<file path="config.mk">
export PLATFORM = sky130hd
export DESIGN_NAME = load_store_unit
export DESIGN_NICKNAME = d
export VERILOG_FILES = /design/src/rtl/mem_pkg.sv /design/src/rtl/load_extend.sv /design/src/rtl/load_store_unit.sv
export SDC_FILE = /design/constraint.sdc
export NUM_CORES = 1
export LEC_CHECK = 0
export ABC_CLOCK_PERIOD_IN_PS = 3300
export BUFFER_PORTS_ARGS = -buffer_cell sky130_fd_sc_hd__buf_2
export CORE_AREA = 2 2 92 94
export CTS_CLUSTER_SIZE = 8
export DETAILED_ROUTE_END_ITERATION = 10
export DIE_AREA = 0 0 94 96
export GPL_TIMING_DRIVEN = 0
export PLACE_DENSITY = 0.78
export SYNTH_ARGS = -nofsm -noshare
export SYNTH_HDL_FRONTEND = slang
export SYNTH_SLANG_ARGS = --single-unit
export TNS_END_PERCENT = 30
</file>
<file path="constraint.sdc">
create_clock -name clk -period 3.3 [get_ports clk]
set_input_delay 0.66 -clock clk [delete_from_list [all_inputs] [get_ports clk]]
set_output_delay 0.66 -clock clk [all_outputs]
set_load 0.02 [all_outputs]
</file>
<file path="src/rtl/mem_pkg.sv">
// Shared definitions for the load/store unit: funct3 codes, one-hot write
// enables, FSM state encoding and small decode helpers.
package mem_pkg;

  localparam logic [2:0] F3_B  = 3'b000;
  localparam logic [2:0] F3_H  = 3'b001;
  localparam logic [2:0] F3_W  = 3'b010;
  localparam logic [2:0] F3_BU = 3'b100;
  localparam logic [2:0] F3_HU = 3'b101;

  localparam logic [2:0] WE_NONE = 3'b000;
  localparam logic [2:0] WE_WORD = 3'b001;
  localparam logic [2:0] WE_HALF = 3'b010;
  localparam logic [2:0] WE_BYTE = 3'b100;

  typedef enum logic [1:0] {
    IDLE,
    ACCESS,
    WAIT,
    RESP
  } lsu_state_e;

  // The low two funct3 bits encode the access size for both loads and stores.
  function automatic logic [2:0] weCode(input logic [1:0] size);
    case (size)
      2'b00:   weCode = WE_BYTE;
      2'b01:   weCode = WE_HALF;
      2'b10:   weCode = WE_WORD;
      default: weCode = WE_NONE;
    endcase
  endfunction

  function automatic logic isIllegal(input logic [2:0] funct3, input logic write);
    isIllegal = (funct3 == 3'b011) || (funct3 == 3'b110) || (funct3 == 3'b111) ||
                (write && funct3[2]);
  endfunction

endpackage

</file>
<file path="src/rtl/load_extend.sv">
// Combinational sign/zero extension of load data that memory has already
// shifted down to bit 0.
module load_extend
  import mem_pkg::*;
(
  input  logic [2:0]  i_funct3,
  input  logic [31:0] i_data,
  output logic [31:0] o_data
);

  always_comb begin
    o_data = i_data;
    case (i_funct3)
      F3_B:    o_data = {{24{i_data[7]}}, i_data[7:0]};
      F3_BU:   o_data = {24'd0, i_data[7:0]};
      F3_H:    o_data = {{16{i_data[15]}}, i_data[15:0]};
      F3_HU:   o_data = {16'd0, i_data[15:0]};
      default: o_data = i_data;
    endcase
  end

endmodule

</file>
<file path="src/rtl/load_store_unit.sv">
// RV32I load/store unit: single outstanding access, IDLE/ACCESS/WAIT/RESP FSM.
// Define LSU_MISALIGN_TRAP_EN to reject misaligned halfword/word accesses.
module load_store_unit
  import mem_pkg::*;
#(
  parameter int MEM_LATENCY = 1
) (
  input  logic        clk,
  input  logic        rst,
  input  logic        req_valid,
  output logic        req_ready,
  input  logic        req_write,
  input  logic [2:0]  req_funct3,
  input  logic [31:0] req_addr,
  input  logic [31:0] req_wdata,
  output logic        resp_valid,
  output logic [31:0] resp_rdata,
  output logic        resp_err,
  output logic [2:0]  mem_write_enable,
  output logic [31:0] mem_addr,
  output logic [31:0] mem_data_in,
  input  logic [31:0] mem_data_out
);

  // WAIT holds MEM_LATENCY-1 cycles; the counter reloads with that count minus one.
  localparam logic [1:0] WAIT_INIT = (MEM_LATENCY > 2) ? 2'(MEM_LATENCY - 2) : 2'd0;

  lsu_state_e  r_state;
  logic        r_write;
  logic [2:0]  r_funct3;
  logic [31:0] r_addr;
  logic [31:0] r_wdata;
  logic [1:0]  r_waitCnt;
  logic [2:0]  r_memWe;
  logic        r_respValid;
  logic        r_respErr;

  logic        w_misalign;
  logic        w_illegal;
  logic [31:0] w_extData;

`ifdef LSU_MISALIGN_TRAP_EN
  assign w_misalign = ((req_funct3[1:0] == 2'b01) && req_addr[0]) ||
                      ((req_funct3[1:0] == 2'b10) && (req_addr[1:0] != 2'b00));
`else
  assign w_misalign = 1'b0;
`endif

  assign w_illegal = isIllegal(req_funct3, req_write) || w_misalign;

  always_ff @(posedge clk or posedge rst) begin
    if (rst) begin
      r_state     <= IDLE;
      r_write     <= 1'b0;
      r_funct3    <= 3'b000;
      r_addr      <= 32'd0;
      r_wdata     <= 32'd0;
      r_waitCnt   <= 2'd0;
      r_memWe     <= WE_NONE;
      r_respValid <= 1'b0;
      r_respErr   <= 1'b0;
    end else begin
      r_memWe     <= WE_NONE;
      r_respValid <= 1'b0;
      r_respErr   <= 1'b0;
      case (r_state)
        IDLE: begin
          if (req_valid) begin
            r_write  <= req_write;
            r_funct3 <= req_funct3;
            r_addr   <= req_addr;
            r_wdata  <= req_wdata;
            if (w_illegal) begin
              r_state     <= RESP;
              r_respValid <= 1'b1;
              r_respErr   <= 1'b1;
            end else begin
              r_state <= ACCESS;
              if (req_write) r_memWe <= weCode(req_funct3[1:0]);
            end
          end
        end
        ACCESS: begin
          if (r_write || (MEM_LATENCY <= 1)) begin
            r_state     <= RESP;
            r_respValid <= 1'b1;
          end else begin
            r_state   <= WAIT;
            r_waitCnt <= WAIT_INIT;
          end
        end
        WAIT: begin
          if (r_waitCnt == 2'd0) begin
            r_state     <= RESP;
            r_respValid <= 1'b1;
          end else begin
            r_waitCnt <= r_waitCnt - 2'd1;
          end
        end
        RESP: r_state <= IDLE;
        default: r_state <= IDLE;
      endcase
    end
  end

  load_extend u_load_extend (
    .i_funct3 (r_funct3),
    .i_data   (mem_data_out),
    .o_data   (w_extData)
  );

  assign req_ready        = (r_state == IDLE) && !rst;
  assign resp_valid       = r_respValid;
  assign resp_err         = r_respErr;
  assign resp_rdata       = (r_state == RESP && !r_write && !r_respErr) ? w_extData : 32'd0;
  assign mem_write_enable = r_memWe;
  assign mem_addr         = r_addr;
  assign mem_data_in      = r_wdata;

endmodule
</file>
* Word-level counts from Yosys, hierarchy flattened
Index checks and enable logic that the tools add are counted.
** Storage, ports and cells
- Bits in latches :: 0
- RAM bits :: 0
- Input port bits :: 103
- Register bits after elaboration :: 77
- Memory bits (read-only) :: 0
- Memories kept :: 0
** Operators by class
- Reductions and logical operators :: 17
- Shift-type cells :: 0
- Equality and inequality tests :: 13
- Add/sub/neg operators :: 1
- Magnitude comparators :: 0
- Div/mod/pow operators :: 0
- Bitwise logic cells :: 1
- $mul :: 0
- Multiplexer cells :: 16
** Operator list (count)
- 32-bit one-hot mux with 4 select lines :: 1
- 32-bit two-way mux :: 1
- 3-bit equality test, second input constant :: 4
- 3-bit two-way mux :: 4
- 3-bit one-hot mux with 3 select lines :: 1
- 2-bit one-hot mux with 4 select lines :: 1
- 2-bit equality test, second input constant :: 3
- 2-bit zero test :: 3
- 2-bit two-way mux :: 3
- 2-bit AND reduction :: 3
- 2-bit by 1-bit equality test with 1-bit output, second input constant :: 2
- 1-bit logical AND :: 4
- 1-bit two-way mux :: 4
- 2-bit != test, second input constant :: 2
- 3-bit by 1-bit equality test with 1-bit output, second input constant :: 1
- 3-bit by 2-bit equality test with 1-bit output, second input constant :: 1
- 1-bit zero test :: 3
- 3-bit zero test :: 1
- 1-bit logical OR :: 3
- 1-bit one-hot mux with 3 select lines :: 1
- 2-bit by 1-bit subtractor with 2-bit output, second input constant :: 1
- 1-bit NOT :: 1

* Longest topological paths before layout
Gate-level depths: netlist (run 1).
- Depth in word-level cells :: 7
- Gate-level depth with buffers :: 6
- Depth with buffers taken out :: 5

* Cells and area by module
From an unflattened synthesis (run 1), not the netlist that was laid out.
** Second synthesis, totals
- Cells, all modules :: 289
- Area, all modules :: 3594.7 µm²
** Modules (own cells, without submodules)
- load_store_unit :: seq. area each 1926.8 µm², times used 1, cells an instance 222, area each 3239.4 µm²
- load_extend :: seq. area each 0.0 µm², times used 1, cells an instance 67, area each 355.3 µm²

* Least setup slack after synthesis (run 1)
Ideal clock, no wire load.
- Path kind :: flip-flop to output port
- Start point :: reg r_state[1]
- End point :: out resp_rdata[21]
- Path slack :: 1.029 ns
- Arrival time :: 1.611 ns
- Stages on the path, launching flop included :: 6
- Path buffers :: 1
- Cell sequence :: dfrtp_1 ha_1 nor3b_2 o211ai_2 buf_2 a21oi_1
** Between the ends
- Longest elaborated chain between the ends :: 4
** RTL lines
- start: declaration :: RTL line load_store_unit.sv:28 : lsu_state_e r_state;
- start signal: assignment :: RTL line load_store_unit.sv:53 : r_state <= IDLE;
- start signal: assignment :: RTL line load_store_unit.sv:74 : r_state <= RESP;
- start signal: assignment :: RTL line load_store_unit.sv:78 : r_state <= ACCESS;
- 2-bit equality test :: RTL line load_store_unit.sv:115 : assign resp_rdata = (r_state == RESP && !r_write && !r_respErr) ? w_extData : 32'd0;
- 1-bit logical AND (2 in series) :: RTL line load_store_unit.sv:115
- 32-bit two-way mux :: RTL line load_store_unit.sv:115
- end: declaration :: RTL line load_store_unit.sv:17 : output logic [31:0] resp_rdata,
Every way passes these cells.

* Worst setup path in the final report (run 1)
- Start point :: reg r_state[0]
- End point :: out resp_rdata[21]
Same word-level chain as after synthesis.

==> results_dict.tcl, run 1 <==
set metrics [dict create \
    rsz0062_at_grt "no" \
    clockRootBuffer "clkbuf_8" \
    dp_cells 566 \
    fmaxAchievable_ghz 0.3424 \
    cp-start-kind "flop" \
    post_layout_nonfiller_instances 582 \
    relSlewSlack_pct 69.97 \
    ios 205 \
    rows 33 \
    cp.arrival_ns 2.26 \
    viasPerCell 4.794 \
    gp_congestion 0.7486 \
    num_vias 2790 \
    post-route-period-util_pct 88.50 \
    final_area_um2 4757 \
    max-cap-violations 0 \
    power_mw 4.651 \
    diodes 0 \
    clk_latency_ns 0.35 \
    initial_core_util_pct 41.86 \
    path_clk_slew_ns 0.09 \
    status "finished, final reports clean" \
    syn_nets 366 \
    antenna_left 0 \
    synthDistinctLibCells 28 \
    setup_viol 0 \
    cts_resized 0 \
    syn_avg_cell_area_um2 13.17 \
    ys_seq_elements 77 \
    cts_tree "built" \
    hold_violations 0 \
    portBuffers 204 \
    dp_hpwl_mm 6.591 \
    grt_pass1_vias 2793 \
    p_leak_nw 2.564 \
    finalCriticalPeriod_ns 2.920 \
    fin_nets 582 \
    setup_ws_ns 0.3796 \
    first_iter_violations 68 \
    place_area_um2 4553 \
    drc 0 \
    powerDensity_nw_per_um2 977.8 \
    hold_path.class "primary input to asynchronous set/reset pin" \
    synth_area_um2 3371 \
    wl_mm 8.546 \
    clock-sinks 77 \
    yosysSeqAreaShare_pct 57.16 \
    htreeDepth 3 \
    fin_worst_skew_ns 0.01050 \
    die_x_um 94 \
    cp_max_fo 10 \
    layout-drive-gt1-share_pct 65.41 \
    tightestPinTransition_ns 0.4485 \
    die-area_um2 9024 \
    critPathKind "flop to output pin" \
    syn_inst 256 \
    cts.repair_timing.setup_buffer_count 0 \
    dr.pass1.iters 4 \
    grt_use_total_pct 18.83 \
    numCtsBuffers 9 \
    pre_cts_slack_ns 0.7187 \
    grt_max_degree 75 \
    grt-ovfl-total 0 \
    peakVddDrop_v 0.0005337 \
    clockBufferDepth 2 \
    worst_ep_required_time_ns 2.64 \
    core_um2 8051 \
    ys.warnings.count 0 \
    grt_pass1_wl_mm 13.05 \
    avgRoutedWirePerCell_um 14.68 \
    endpoint_kind "output pin" \
    fin_tns_setup_ns 0 \
    drv_slew 0 \
    die_h_um 96 \
    hold_buffers 0 \
    area_growth_pct 41.13 \
    antenna_found_initial 0 \
]
[cells in the mapped netlist]
cell,count,area [µm²]
dfrtp_1,77,1927
mux2_2,70,788.3
inv_1,24,90.09
a21oi_1,23,115.1
o21ai_0,10,50.05
buf_2,9,45.04
and2_1,8,50.05
ha_1,7,87.58
a21oi_2,4,35.03
buf_6,2,22.52
clkbuf_1,2,7.510
nand2_1,2,7.510
nand2b_1,2,12.51
nor3b_1,2,15.01
a21boi_0,1,7.510
clkbuf_4,1,7.510
mux2i_1,1,10.01
nand4b_1,1,8.760
nor2_1,1,3.750
nor2b_1,1,6.260
nor3_1,1,5.000
nor3b_2,1,12.51
o211ai_2,1,12.51
o22ai_1,1,6.260
or3_1,1,6.260
or3b_2,1,8.760
or4b_4,1,13.76
xnor2_1,1,8.760
[final timing paths]
path	start	end	slack, ns	cells after the start
max	r_state[0]	resp_rdata[21]	0.38	6
min in group clk	r_waitCnt[0]	r_waitCnt[0]	0.49	1
max reg2reg	r_state[0]	mem_addr[22]	1.19	6
max in group asynchronous	rst	mem_addr[28]	2.56	3
min	rst	resp_valid	0.18	2
min reg2reg	r_waitCnt[0]	r_waitCnt[0]	0.49	1
[cell type report]
cell class | count | area (µm²)
multi-input combinational | 141 | 1271
fill | 705 | 3294
timing repair buffer | 205 | 1049
sequential | 77 | 1927
tap | 105 | 131.4
clock buffer | 9 | 123.9
buffer | 14 | 82.58
clock inverter | 7 | 80.08
inverter | 24 | 92.59
[worst max-delay path: stages (launching register included)]
cell      delay, ns
dfrtp_1        0.42
ha_1           0.23
nor3b_2        0.43
o211ai_2       0.27
buf_2          0.25
a21oi_1        0.14
buf_2          0.18
[registers in the layout, summed over array words and instances (netlist names)]
name              flops
mem_addr             32
mem_data_in          32
mem_write_enable      3
r_funct3              3
r_state               2
r_waitCnt             2
r_write               1
resp_err              1
resp_valid            1
[layer usage]
layer / routed length (µm) / vias to the layer above / GRT usage (%)
li1: - / 1296 / -
met1: 3176 / 1320 / 20.22
met5: 0 / - / 0
met2: 4211 / 161 / 32.80
met3: 1008 / 13 / 8.301
met4: 150 / 0 / 7.246
[cell families (layout without fill, tap and decap cells)]
group           after synthesis  in the layout  share of synthesized area, %
flops                        77             77                         57.16
mux                          71             71                         23.68
compound gates               40             40                         6.719
buf+inv                      38            259                         5.123
simple gates                 22             22                         4.454
fa+ha+maj                     7              7                         2.598
xor+xnor                      1              1                        0.2599
[where the power goes]
part	total [mW]	switching [mW]	leakage (nW)	internal (mW)
Combinational	2.31	1.35	1.53	0.954
Clock	0.738	0.376	0.103	0.361
Sequential	1.61	0.218	0.929	1.39
[metrics by stage]
step / hold WS, ns / util (%)
after floorplan: 0.4465 / -
after global placement: 0.4610 / 56.18
after detailed placement: 0.4748 / 56.55
after CTS: 0.1624 / 59.08
after global routing: 0.1686 / 59.08
final: 0.1762 / 59.08
[cells in the final DEF, fill, tap and decap left out, drive strengths merged]
| master | count |
|---|---|
| o21ai | 10 |
| nand2b | 2 |
| a21boi | 1 |
| nor3b | 3 |
| ha | 7 |
| dfrtp | 77 |
| bufinv | 1 |
| or4b | 1 |
| clkinvlp | 1 |
| and2 | 8 |
| nand4b | 1 |
| nor2 | 1 |
| clkinv | 1 |
| clkbuf | 12 |
| inv | 28 |
| mux2i | 1 |
| nor2b | 1 |
| mux2 | 70 |
| o22ai | 1 |
| or3b | 1 |
| nor3 | 1 |
| a21oi | 27 |
| or3 | 1 |
| nand2 | 2 |
| o211ai | 1 |
| xnor2 | 1 |
| buf | 216 |
Note: power is estimated with default switching activity, not from simulation.
==> run 2: changes to the inputs <==
--- a/config.mk
+++ b/config.mk
@@ -7,13 +7,14 @@
 export LEC_CHECK = 0
 export ABC_CLOCK_PERIOD_IN_PS = 3300
 export BUFFER_PORTS_ARGS = -buffer_cell sky130_fd_sc_hd__buf_2
-export CORE_AREA = 2 2 92 94
+export CORE_AREA = 2 2 94 96
 export CTS_CLUSTER_SIZE = 8
 export DETAILED_ROUTE_END_ITERATION = 10
-export DIE_AREA = 0 0 94 96
+export DIE_AREA = 0 0 96 98
 export GPL_TIMING_DRIVEN = 0
 export PLACE_DENSITY = 0.78
 export SYNTH_ARGS = -nofsm -noshare
 export SYNTH_HDL_FRONTEND = slang
+export SYNTH_HIERARCHICAL = 1
 export SYNTH_SLANG_ARGS = --single-unit
 export TNS_END_PERCENT = 30
==> run 2 against run 1 <==
  * Die area up 4.3%
  * Synthesized area is 6.6% higher
  * Flip-flop and latch count is the same
  * Wire length grew 6.0%
  * Total power increased by 1.5%
  * Via count grew 3.6%
  * Sequential share of layout area down 1.4 points
  * Hold slack better by 0.14 ns
  * Clock skew shrank 0.0021 ns
==> results_dict.tcl, run 2 <==
set metrics [dict create \
    num_vias 2891 \
    htreeDepth 3 \
    clockRootBuffer "clkbuf_8" \
    yosys-top-cells-count "dfrtp_1, mux2_2, and2_1" \
    rows 34 \
    post-route-util_pct 58.22 \
    place_area_um2 4746 \
    clockBufferDepth 2 \
    critPathKind "flop to output pin" \
    post_layout_nonfiller_instances 611 \
    multiInputGateArea_um2 1471 \
    clk_latency_ns 0.35 \
    cts_tree "built" \
    synthTopCellsByArea "dfrtp_1, mux2_2, and2_1" \
    synth_ff_type "dfrtp_1" \
    yosysMostFrequentCell "dfrtp_1" \
    avgRoutedWirePerCell_um 14.83 \
    dp_cells 595 \
    hold_violations 0 \
    syn_avg_cell_area_um2 12.44 \
    layout-drive-gt1-share_pct 61.23 \
    syn_nets 399 \
    ys.warnings.count 6 \
    cp-start-kind "flop" \
    area_growth_pct 37.10 \
    viasPerCell 4.732 \
    hold_buffers 0 \
    dr.pass1.iters 4 \
    cts.repair_timing.setup_buffer_count 0 \
    core_um2 8466 \
    clock-sinks 77 \
    timing.hold.ws_ns 0.3162 \
    synth-edff-count 0 \
    die_x_um 96 \
    cts_resized 0 \
    grt_max_degree 49 \
    cp.arrival_ns 2.12 \
    rsz0062_at_grt "no" \
    ios 205 \
    worst_ep_required_time_ns 2.64 \
    status "finished, final reports clean" \
    synthDistinctLibCells 29 \
    fin_nets 608 \
    drv_slew 0 \
    wl_mm 9.060 \
    grt_use_total_pct 19.16 \
    grt-ovfl-total 0 \
    yosysTopAreaCell "dfrtp_1" \
    numCtsBuffers 9 \
    endpoint_kind "output pin" \
    peakVddDrop_v 0.0005096 \
    fillCellCount 724 \
    fmaxAchievable_ghz 0.3591 \
    grt_pass1_vias 3007 \
    portBuffers 197 \
    final_cell_mix "buf_2, dfrtp_1, mux2_2" \
    tightestPinTransition_ns 0.5234 \
    antenna_found_initial 0 \
    first_iter_violations 42 \
    ys_seq_elements 77 \
    final_area_um2 4928 \
    die-area_um2 9408 \
    diodes 0 \
    grt_pass1_wl_mm 13.73 \
    syn_inst 289 \
    die_h_um 98 \
    path_clk_slew_ns 0.08 \
    seqCellArea_um2 1927 \
    antenna_left 0 \
    yosys.area.top_type_share_pct 53.60 \
    cp_max_fo 10 \
    dp_hpwl_mm 7.227 \
    synth_area_um2 3595 \
    async_flop_share_pct 100.0 \
    fin_tns_setup_ns 0 \
    finalCriticalPeriod_ns 2.784 \
    yosysSeqAreaShare_pct 53.60 \
    final_common_cell "buf_2" \
    relSlewSlack_pct 65.03 \
    p_leak_nw 2.646 \
    gp_congestion 0.7114 \
    powerDensity_nw_per_um2 957.6 \
    setup_viol 0 \
    drc 0 \
    initial_core_util_pct 42.46 \
    hold_path.class "primary input to asynchronous set/reset pin" \
    post-route-period-util_pct 84.38 \
    max-cap-violations 0 \
    fin_worst_skew_ns 0.008393 \
]
run 2: power by group:
group / internal, mW / leakage (nW) / switching [mW]
sequential: 1.39 / 0.930 / 0.233
combinational: 1.05 / 1.63 / 1.39
clock: 0.297 / 0.0853 / 0.359
run 2: kinds of logic (layout without fill, tap and decap cells):
family	after synthesis	in the layout	synth area share, %
multiplexers	71	71	23.22
AND/OR/NAND/NOR	69	69	10.55
buffers and inverters	33	247	5.464
XOR/XNOR	1	1	0.2437
adder cells (fa/ha/maj)	7	7	2.436
AO/OA/AOI/OAI	31	31	4.490
flip-flops	77	77	53.60
run 2: cell type report:
type | instances | share of cell area [%]
inverters | 7 | 0.5839
clock inverters | 6 | 0.9139
plain buffers | 26 | 3.453
clock buffers | 10 | 2.793
flip-flops and latches | 77 | 39.10
repair buffers | 198 | 20.56
multi-input cells | 179 | 29.86
well taps | 108 | 2.742
run 2: worst paths after layout:
kind | start | end | slack [ns] | cells after the start
max in group asynchronous | rst | mem_addr[7] | 2.43 | 3
min in group clk | r_waitCnt[0] | r_waitCnt[0] | 0.48 | 1
max | r_state[1] | resp_rdata[7] | 0.52 | 5
max reg2reg | r_state[0] | r_state[1] | 1.53 | 5
min reg2reg | r_waitCnt[0] | r_waitCnt[0] | 0.48 | 1
min | rst | resp_valid | 0.32 | 2
run 2: worst max-delay path: stages, from the launching register on:
cell      delay (ns)
dfrtp_1         0.41
ha_1            0.19
nor3b_1         0.46
clkbuf_1        0.35
and2_1          0.20
buf_2           0.17
run 2: through the flow:
step | total power [mW] | worst slack (ns)
3_5_place_dp | 4.101 | 0.8558
4_1_cts | 4.775 | 0.4499
6_report | 4.719 | 0.5156
5_1_grt | 5.042 | 0.3236
3_3_place_gp | 3.993 | -0.1587
2_1_floorplan | 3.258 | 0.6733
run 2: metal layers:
metal  wire (µm)  global-route usage, %
met3        1080                  8.333
met5           0                      0
met4         129                  5.824
met1        3153                  18.33
met2        4696                  35.84
